==> src/rtl/maj_chain_eval.sv <==
// ============================================================================
// maj_chain_eval : programmable sequential evaluator for chained MAJ3 networks
// Revision 1.0
// ============================================================================
`default_nettype none

module maj_chain_eval #(
    parameter int N_IN      = 7,
    parameter int MAX_NODES = 8,
    parameter int SEL_W     = $clog2(1 + N_IN + MAX_NODES),
    parameter int CFG_W     = 3 * (SEL_W + 1),
    parameter int AW        = $clog2(MAX_NODES),
    parameter int NW        = $clog2(MAX_NODES + 1)
) (
    input  logic             clk,
    input  logic             rst_n,
    input  logic             cfg_we,
    input  logic [AW-1:0]    cfg_addr,
    input  logic [CFG_W-1:0] cfg_data,
    output logic             cfg_ready,
    input  logic             in_valid,
    output logic             in_ready,
    input  logic [N_IN-1:0]  x,
    input  logic [NW-1:0]    num_nodes,
    output logic             out_valid,
    input  logic             out_ready,
    output logic             out,
    output logic             out_err
);

    typedef enum logic [1:0] {
        S_IDLE = 2'd0,
        S_EVAL = 2'd1,
        S_DONE = 2'd2
    } state_t;

    state_t state;
    state_t state_d;

    logic [CFG_W-1:0]     tab [MAX_NODES];
    logic [N_IN-1:0]      x_lat;
    logic [NW-1:0]        n_lat;
    logic [AW-1:0]        idx;
    logic                 err_acc;
    logic [MAX_NODES-1:0] w;

    logic                 accept;
    logic                 wr_en;
    logic                 clamp;
    logic [NW-1:0]        eff_n;
    logic                 last;
    logic [CFG_W-1:0]     entry;
    logic [2:0]           ops;
    logic                 node_err;
    logic [SEL_W-1:0]     sel;
    logic                 hit;
    logic                 maj;

    assign in_ready  = (state == S_IDLE);
    assign cfg_ready = (state == S_IDLE);
    assign out_valid = (state == S_DONE);

    assign accept = in_valid && (state == S_IDLE);
    assign wr_en  = cfg_we && (state == S_IDLE) && (32'(cfg_addr) < MAX_NODES);
    assign clamp  = (num_nodes > NW'(MAX_NODES));
    assign eff_n  = clamp ? NW'(MAX_NODES) : num_nodes;
    assign last   = ((NW'(idx) + NW'(1)) == n_lat);
    assign entry  = tab[idx];

    // Operand decode: only strictly earlier node results are legal references;
    // anything unmatched reads 0 and flags a configuration fault.
    always_comb begin
        ops      = 3'b000;
        node_err = 1'b0;
        sel      = '0;
        hit      = 1'b0;
        for (int o = 0; o < 3; o++) begin
            sel = entry[o*(SEL_W+1) +: SEL_W];
            hit = (sel == '0);
            for (int i = 0; i < N_IN; i++) begin
                if (int'(sel) == i + 1) begin
                    ops[o] = x_lat[i];
                    hit    = 1'b1;
                end
            end
            for (int j = 0; j < MAX_NODES; j++) begin
                if ((int'(sel) == N_IN + 1 + j) && (j < int'(idx))) begin
                    ops[o] = w[j];
                    hit    = 1'b1;
                end
            end
            if (!hit) begin
                node_err = 1'b1;
            end
            ops[o] = ops[o] ^ entry[o*(SEL_W+1) + SEL_W];
        end
    end

    assign maj = (ops[0] & ops[1]) | (ops[0] & ops[2]) | (ops[1] & ops[2]);

    always_ff @(posedge clk or negedge rst_n) begin
        if (!rst_n) begin
            state <= S_IDLE;
        end else begin
            state <= state_d;
        end
    end

    always_comb begin
        state_d = state;
        case (state)
            S_IDLE: if (in_valid) state_d = S_EVAL;
            S_EVAL: if ((n_lat == '0) || last) state_d = S_DONE;
            S_DONE: if (out_ready) state_d = S_IDLE;
            default: state_d = S_IDLE;
        endcase
    end

    always_ff @(posedge clk or negedge rst_n) begin
        if (!rst_n) begin
            x_lat   <= '0;
            n_lat   <= '0;
            idx     <= '0;
            err_acc <= 1'b0;
            w       <= '0;
            out     <= 1'b0;
            out_err <= 1'b0;
            for (int k = 0; k < MAX_NODES; k++) begin
                tab[k] <= '0;
            end
        end else begin
            // A write in the accept cycle lands before the first node is read.
            if (wr_en) begin
                tab[cfg_addr] <= cfg_data;
            end
            if (accept) begin
                x_lat   <= x;
                n_lat   <= eff_n;
                idx     <= '0;
                err_acc <= clamp;
            end
            if (state == S_EVAL) begin
                if (n_lat == '0) begin
                    out     <= 1'b0;
                    out_err <= 1'b1;
                end else begin
                    w[idx]  <= maj;
                    idx     <= idx + AW'(1);
                    err_acc <= err_acc | node_err;
                    if (last) begin
                        out     <= maj;
                        out_err <= err_acc | node_err;
                    end
                end
            end
        end
    end

endmodule

`default_nettype wire

==> config.mk <==
export PLATFORM = sky130hd
export DESIGN_NAME = maj_chain_eval
export DESIGN_NICKNAME = d
export VERILOG_FILES = /design/src/rtl/maj_chain_eval.sv
export SDC_FILE = /design/constraint.sdc
export NUM_CORES = 1
export LEC_CHECK = 0
export CORE_UTILIZATION = 52
export CTS_BUF_LIST = sky130_fd_sc_hd__clkbuf_8
export CTS_CLUSTER_SIZE = 12
export DETAILED_ROUTE_END_ITERATION = 10
export GPL_ROUTABILITY_DRIVEN = 0
export GPL_TIMING_DRIVEN = 1
export PLACE_DENSITY_LB_ADDON = 0.12
export SYNTH_ARGS = -nofsm -noshare
export SYNTH_HDL_FRONTEND = slang
export SYNTH_SLANG_ARGS = --single-unit
==> constraint.sdc <==
create_clock -name clk -period 5 [get_ports clk]
set_input_delay 0.75 -clock clk [delete_from_list [all_inputs] [get_ports clk]]
set_output_delay 0.75 -clock clk [all_outputs]
set_load 0.02 [all_outputs]
# Word-level counts from Yosys, hierarchy flattened
# Cells that the tools add are included.
[op_classes]
add_sub_neg = 2
order_cmp = 13
n_eq_ne = 48
mux = 111
n_bitwise = 12
reduce_logical = 35
[op_table]
columns = ["operator", "count"]
rows = [
  ["$bwmux W120", 1],
  ["$eq A4 B4 Y1 const B", 24],
  ["$mux W1", 95],
  ["$eq A4 B3 Y1 const B", 12],
  ["$bmux W15 S3", 1],
  ["$demux W15 S3", 1],
  ["$mux W15", 3],
  ["$logic_and A1 B1 Y1", 25],
  ["$eq A4 B2 Y1 const B", 6],
  ["$logic_not A4 Y1", 4],
  ["$lt A3 B3 Y1 const A", 3],
  ["$mux W3", 3],
  ["$bwmux W8", 1],
  ["$ge A4 B4 Y1 const B", 2],
  ["$not A3 Y4", 2],
  ["$lt A1 B3 Y1 const A", 2],
  ["$lt A2 B3 Y1 const A", 2],
  ["$mux W2", 3],
  ["$pmux W2 S3", 1],
  ["$add A3 B1 Y4 const B", 1],
  ["$eq A4 B4 Y1", 1],
  ["$gt A4 B4 Y1 const B", 1],
  ["$lt A3 B4 Y1 const B", 1],
  ["$lt A4 B1 Y1 const B", 1],
  ["other kinds (17)", 25],
]
[word_totals]
regBits = 147
inputBits = 34
output_inout_bits = 5

# Longest topological paths before layout
[depth]
depth_word = 25
ltp_mapped = 15
ltp_nobuf = 11

# Worst setup path before layout
# Ideal clock, no wire load.
[synth_timing]
path_kind = "reg2reg"
from = "reg idx[0]"
to = "reg w[6]"
arrival_time_ps = 3371
t_required_ps = 4875
setup_slack_ps = 1505
path_stages_with_launch = 16
n_path_buf = 4
cell_sequence = "dfrtp_1 > buf_4 > buf_2 > buf_4 > inv_1 > clkbuf_1 > ha_1 > nand2_1 > nand2_1 > mux4_2 > a2111o_1 > o211a_1 > a32oi_1 > xnor2_1 > maj3_2 > mux2_2"
[synth_via]
elab_chain_len = 24
elab_cells_between_ends = 130
[synth_lines]
columns = ["item", "line_no", "rtl"]
rows = [
  ["start: declaration", "43", "logic [AW-1:0] idx;"],
  ["start signal: assignment", "148", "idx <= idx + AW'(1);"],
  ["$not A3 Y4 (implied by the code)", "68", "assign entry = tab[idx];"],
  ["$bmux W15 S3", "68", ""],
  ["$mux W15 (implied by the code) (2 in series)", "68", ""],
  ["$eq A4 B2 Y1", "81", "if (int'(sel) == i + 1) begin"],
  ["$mux W1 (7 in series)", "81", ""],
  ["$mux W1 (7 in series)", "87", "if ((int'(sel) == N_IN + 1 + j) && (j < int'(idx))) begin"],
  ["$xor A1 B1 Y1", "95", "ops[o] = ops[o] ^ entry[o*(SEL_W+1) + SEL_W];"],
  ["$and A1 B1 Y1", "99", "assign maj = (ops[0] & ops[1]) | (ops[0] & ops[2]) | (ops[1] & ops[2]);"],
  ["$or A1 B1 Y1 (2 in series)", "99", ""],
  ["$bwmux W8 *", "147", "w[idx] <= maj;"],
  ["end signal: indexed assignment", "147", ""],
  ["end: declaration", "45", "logic [MAX_NODES-1:0] w;"],
]
# Mark *: on every way between the ends. The rest lies on a longest branch, timed or not. The select of a mux whose other input is x is not followed.
# A chain may end at the register's enable or synchronous reset.

# Worst setup path after layout
[layout_timing]
from = "reg idx[0]"
to = "reg w[0]"
# Same word-level chain as after synthesis.

==> run summary <==
final setup skew = 15.2 ps
Power, Total = 6.25 mW
dpl hpwl = 12900 um
synthesized flop and latch total = 146
full die area = 15300 um^2
later-pin clock latency in the skew report = 470 ps
Worst Path Required = 5350 ps
top cell type's share of synthesized area = 47.6%
critical path class = flop to flop
Util after Layout = 59.6%
Post-route DRC = 0
Synth area leader = dfrtp_1
Final Cycle Share = 84.0%
clk sink count = 146
Core Area = 14500 um^2
share of post-route cells with drive strength above 1 = 30.7%
# setup viols final = 0
DRC marker count from the first detailed-route iteration = 467
per-cell routed wire length = 22.5 um
Port Buffers = 38
type of origin of the critical path = flop
Min-Delay Path Class = input pin to async pin
Mapped Cells = 644
gr ovfl total = 0
CP endpoint kind = flop
post-CTS setup buffer count = 0
Antenna Violating Nets Remaining = 0
peak supply drop = 287 uV
worst slew pin tran = 1110 ps
I/O pin count = 39
Diodes inserted = 0
cts repair resizes = 0
max-cap violation count = 0
TritonCTS Buffers = 17
sequential share of the synthesized area = 47.6%
Synth Cell Area = 7680 um^2
Initial DRT Pass Iterations = 5
Pwr Density = 724 nW/um^2
drt total wl = 19500 um
Post-synth EDFFs = 0
most common cell in the netlist = mux2_2
Post-CTS Hold Buffers = 0
Vert. Die Dim = 124 um
Rows = 44
LEAKAGE = 3.61 nW
Die Width = 124 um
pin count of the biggest net entering global routing = 110
syn avg cell area = 11.9 um^2
Max Buffers Root-to-Sink = 2
root buf cell = clkbuf_8
Synth Flop Type = dfrtp_1
final hold violations = 0
area of the multi-input gates = 3790 um^2
FF+latch area = 3660 um^2
library cells used by synthesis = 67
top cells by count, synth = 152 x mux2_2, 146 x dfrtp_1, 43 x nand2_1, 22 x clkbuf_1
total number of vias = 5578
Max Slew Vio Count = 0
worst-path maximum fanout = 30
initial core utilization = 53.0%
post-route design area = 8630 um^2
clk slew on worst S/H paths = 80 ps
final-stage net count = 706
number of global-route vias before repair = 5656
Min Hold Slack = 393 ps
Placed Area = 8180 um^2
initial antenna violation count = 0
mean number of vias per cell = 6.43
Crit path arrival time = 4540 ps
unrepaired setup endpoints after global routing = false
Synthesized Nets = 680
Relative slew margins = 25.2%
synth warn = 0
fmax = 238 MHz
first-pass GRT wire length = 31300 um
minimum clock period after layout = 4200 ps
H-tree Lvls = 4
global-route usage over all layers = 27.9%
most area-consuming cells after synthesis = dfrtp_1 48%, mux2_2 22%, mux4_2 2.3%
CTS tree = done
setup tns final = 0 ps
status = complete, no violations
Synth async-reset ratio = 100%
area grow syn2layout = 12.4%
# fillers = 1185
final cells by class:
type	instances	share of cell area [%]
timing repair buffer	48	5.29
inverter	11	0.479
clock inverter	15	2.49
clock buffer	17	2.71
sequential	146	42.4
tap	184	2.67
multi-input combinational	446	44.0
through the flow:
stage / setup slack (ps) / cells
2_1_floorplan: 1500 / 644
3_3_place_gp: 1030 / 835
3_5_place_dp: 878 / 835
4_1_cts: 841 / 867
5_1_grt: 504 / 867
6_report: 801 / 867
worst paths after layout:
| path | startpoint | to | slack [ps] | cells after the start |
|---|---|---|---|---|
| worst max-delay path | idx[0]$_DFF_PN0_ | w[0]$_DFFE_PN0P_ | 800 | 11 |
| max in group asynchronous | rst_n | tab[29]$_DFFE_PN0P_ | 3520 | 2 |
| worst max register to register | idx[0]$_DFF_PN0_ | w[0]$_DFFE_PN0P_ | 800 | 11 |
| min in group clk | tab[9]$_DFFE_PN0P_ | tab[9]$_DFFE_PN0P_ | 510 | 1 |
| worst min register to register | tab[9]$_DFFE_PN0P_ | tab[9]$_DFFE_PN0P_ | 510 | 1 |
| worst min-delay path | rst_n | tab[94]$_DFFE_PN0P_ | 390 | 1 |
flip-flops by register name (all words and copies together), names as in the netlist:
register	count
tab	120
out_err	1
x_lat	7
err_acc	1
idx	3
n_lat	4
state	2
out	1
w	7
kinds of logic after synthesis:
| family | after synthesis | synth area share, % |
|---|---|---|
| DFF | 146 | 47.6 |
| and+or+nand+nor | 133 | 8.90 |
| adders and majority gates | 4 | 0.603 |
| buffers and inverters | 52 | 3.01 |
| xor gates and xnor gates | 8 | 0.912 |
| AOI/OAI and AO/OA | 127 | 12.5 |
| muxes | 174 | 26.5 |
power by group:
group          switching [mW]  internal, mW
Sequential              0.449          1.76
Clock                   0.463         0.591
Combinational            1.58          1.40
Total                    2.49          3.76
cells in the final DEF (no fill, tap or decap), drive strengths merged, types with 11 or more instances in the layout:
| master | count |
|---|---|
| mux2i | 14 |
| inv | 15 |
| mux2 | 152 |
| nor2 | 20 |
| o21ai | 24 |
| a21oi | 13 |
| nor3 | 11 |
| nand2 | 43 |
| clkdlybuf4s50 | 37 |
| buf | 11 |
| clkbuf | 17 |
| dfrtp | 146 |
metal layers:
| layer | routed length (um) | share of wire [%] | GRT usage, % | vias to the layer above |
|---|---|---|---|---|
| met2 | 9260 | 47 | 44.3 | 201 |
| li1 | - | - | - | 2479 |
| met1 | 8500 | 44 | 36.6 | 2850 |
| met3 | 1130 | 5.8 | 5.95 | 48 |
| met4 | 614 | 3.1 | 12.4 | 0 |
| met5 | 0 | 0 | 0 | - |
critical path, stage by stage, from the launching register on:
cell	delay [ps]
dfrtp_2	790
buf_4	370
mux2_2	360
a221o_1	330
a22oi_1	570
and2_1	280
a32oi_1	110
a311oi_1	240
o211ai_1	150
xnor2_1	160
maj3_2	400
mux2_2	290
No activity file was read; power rests on OpenSTA's default activity.
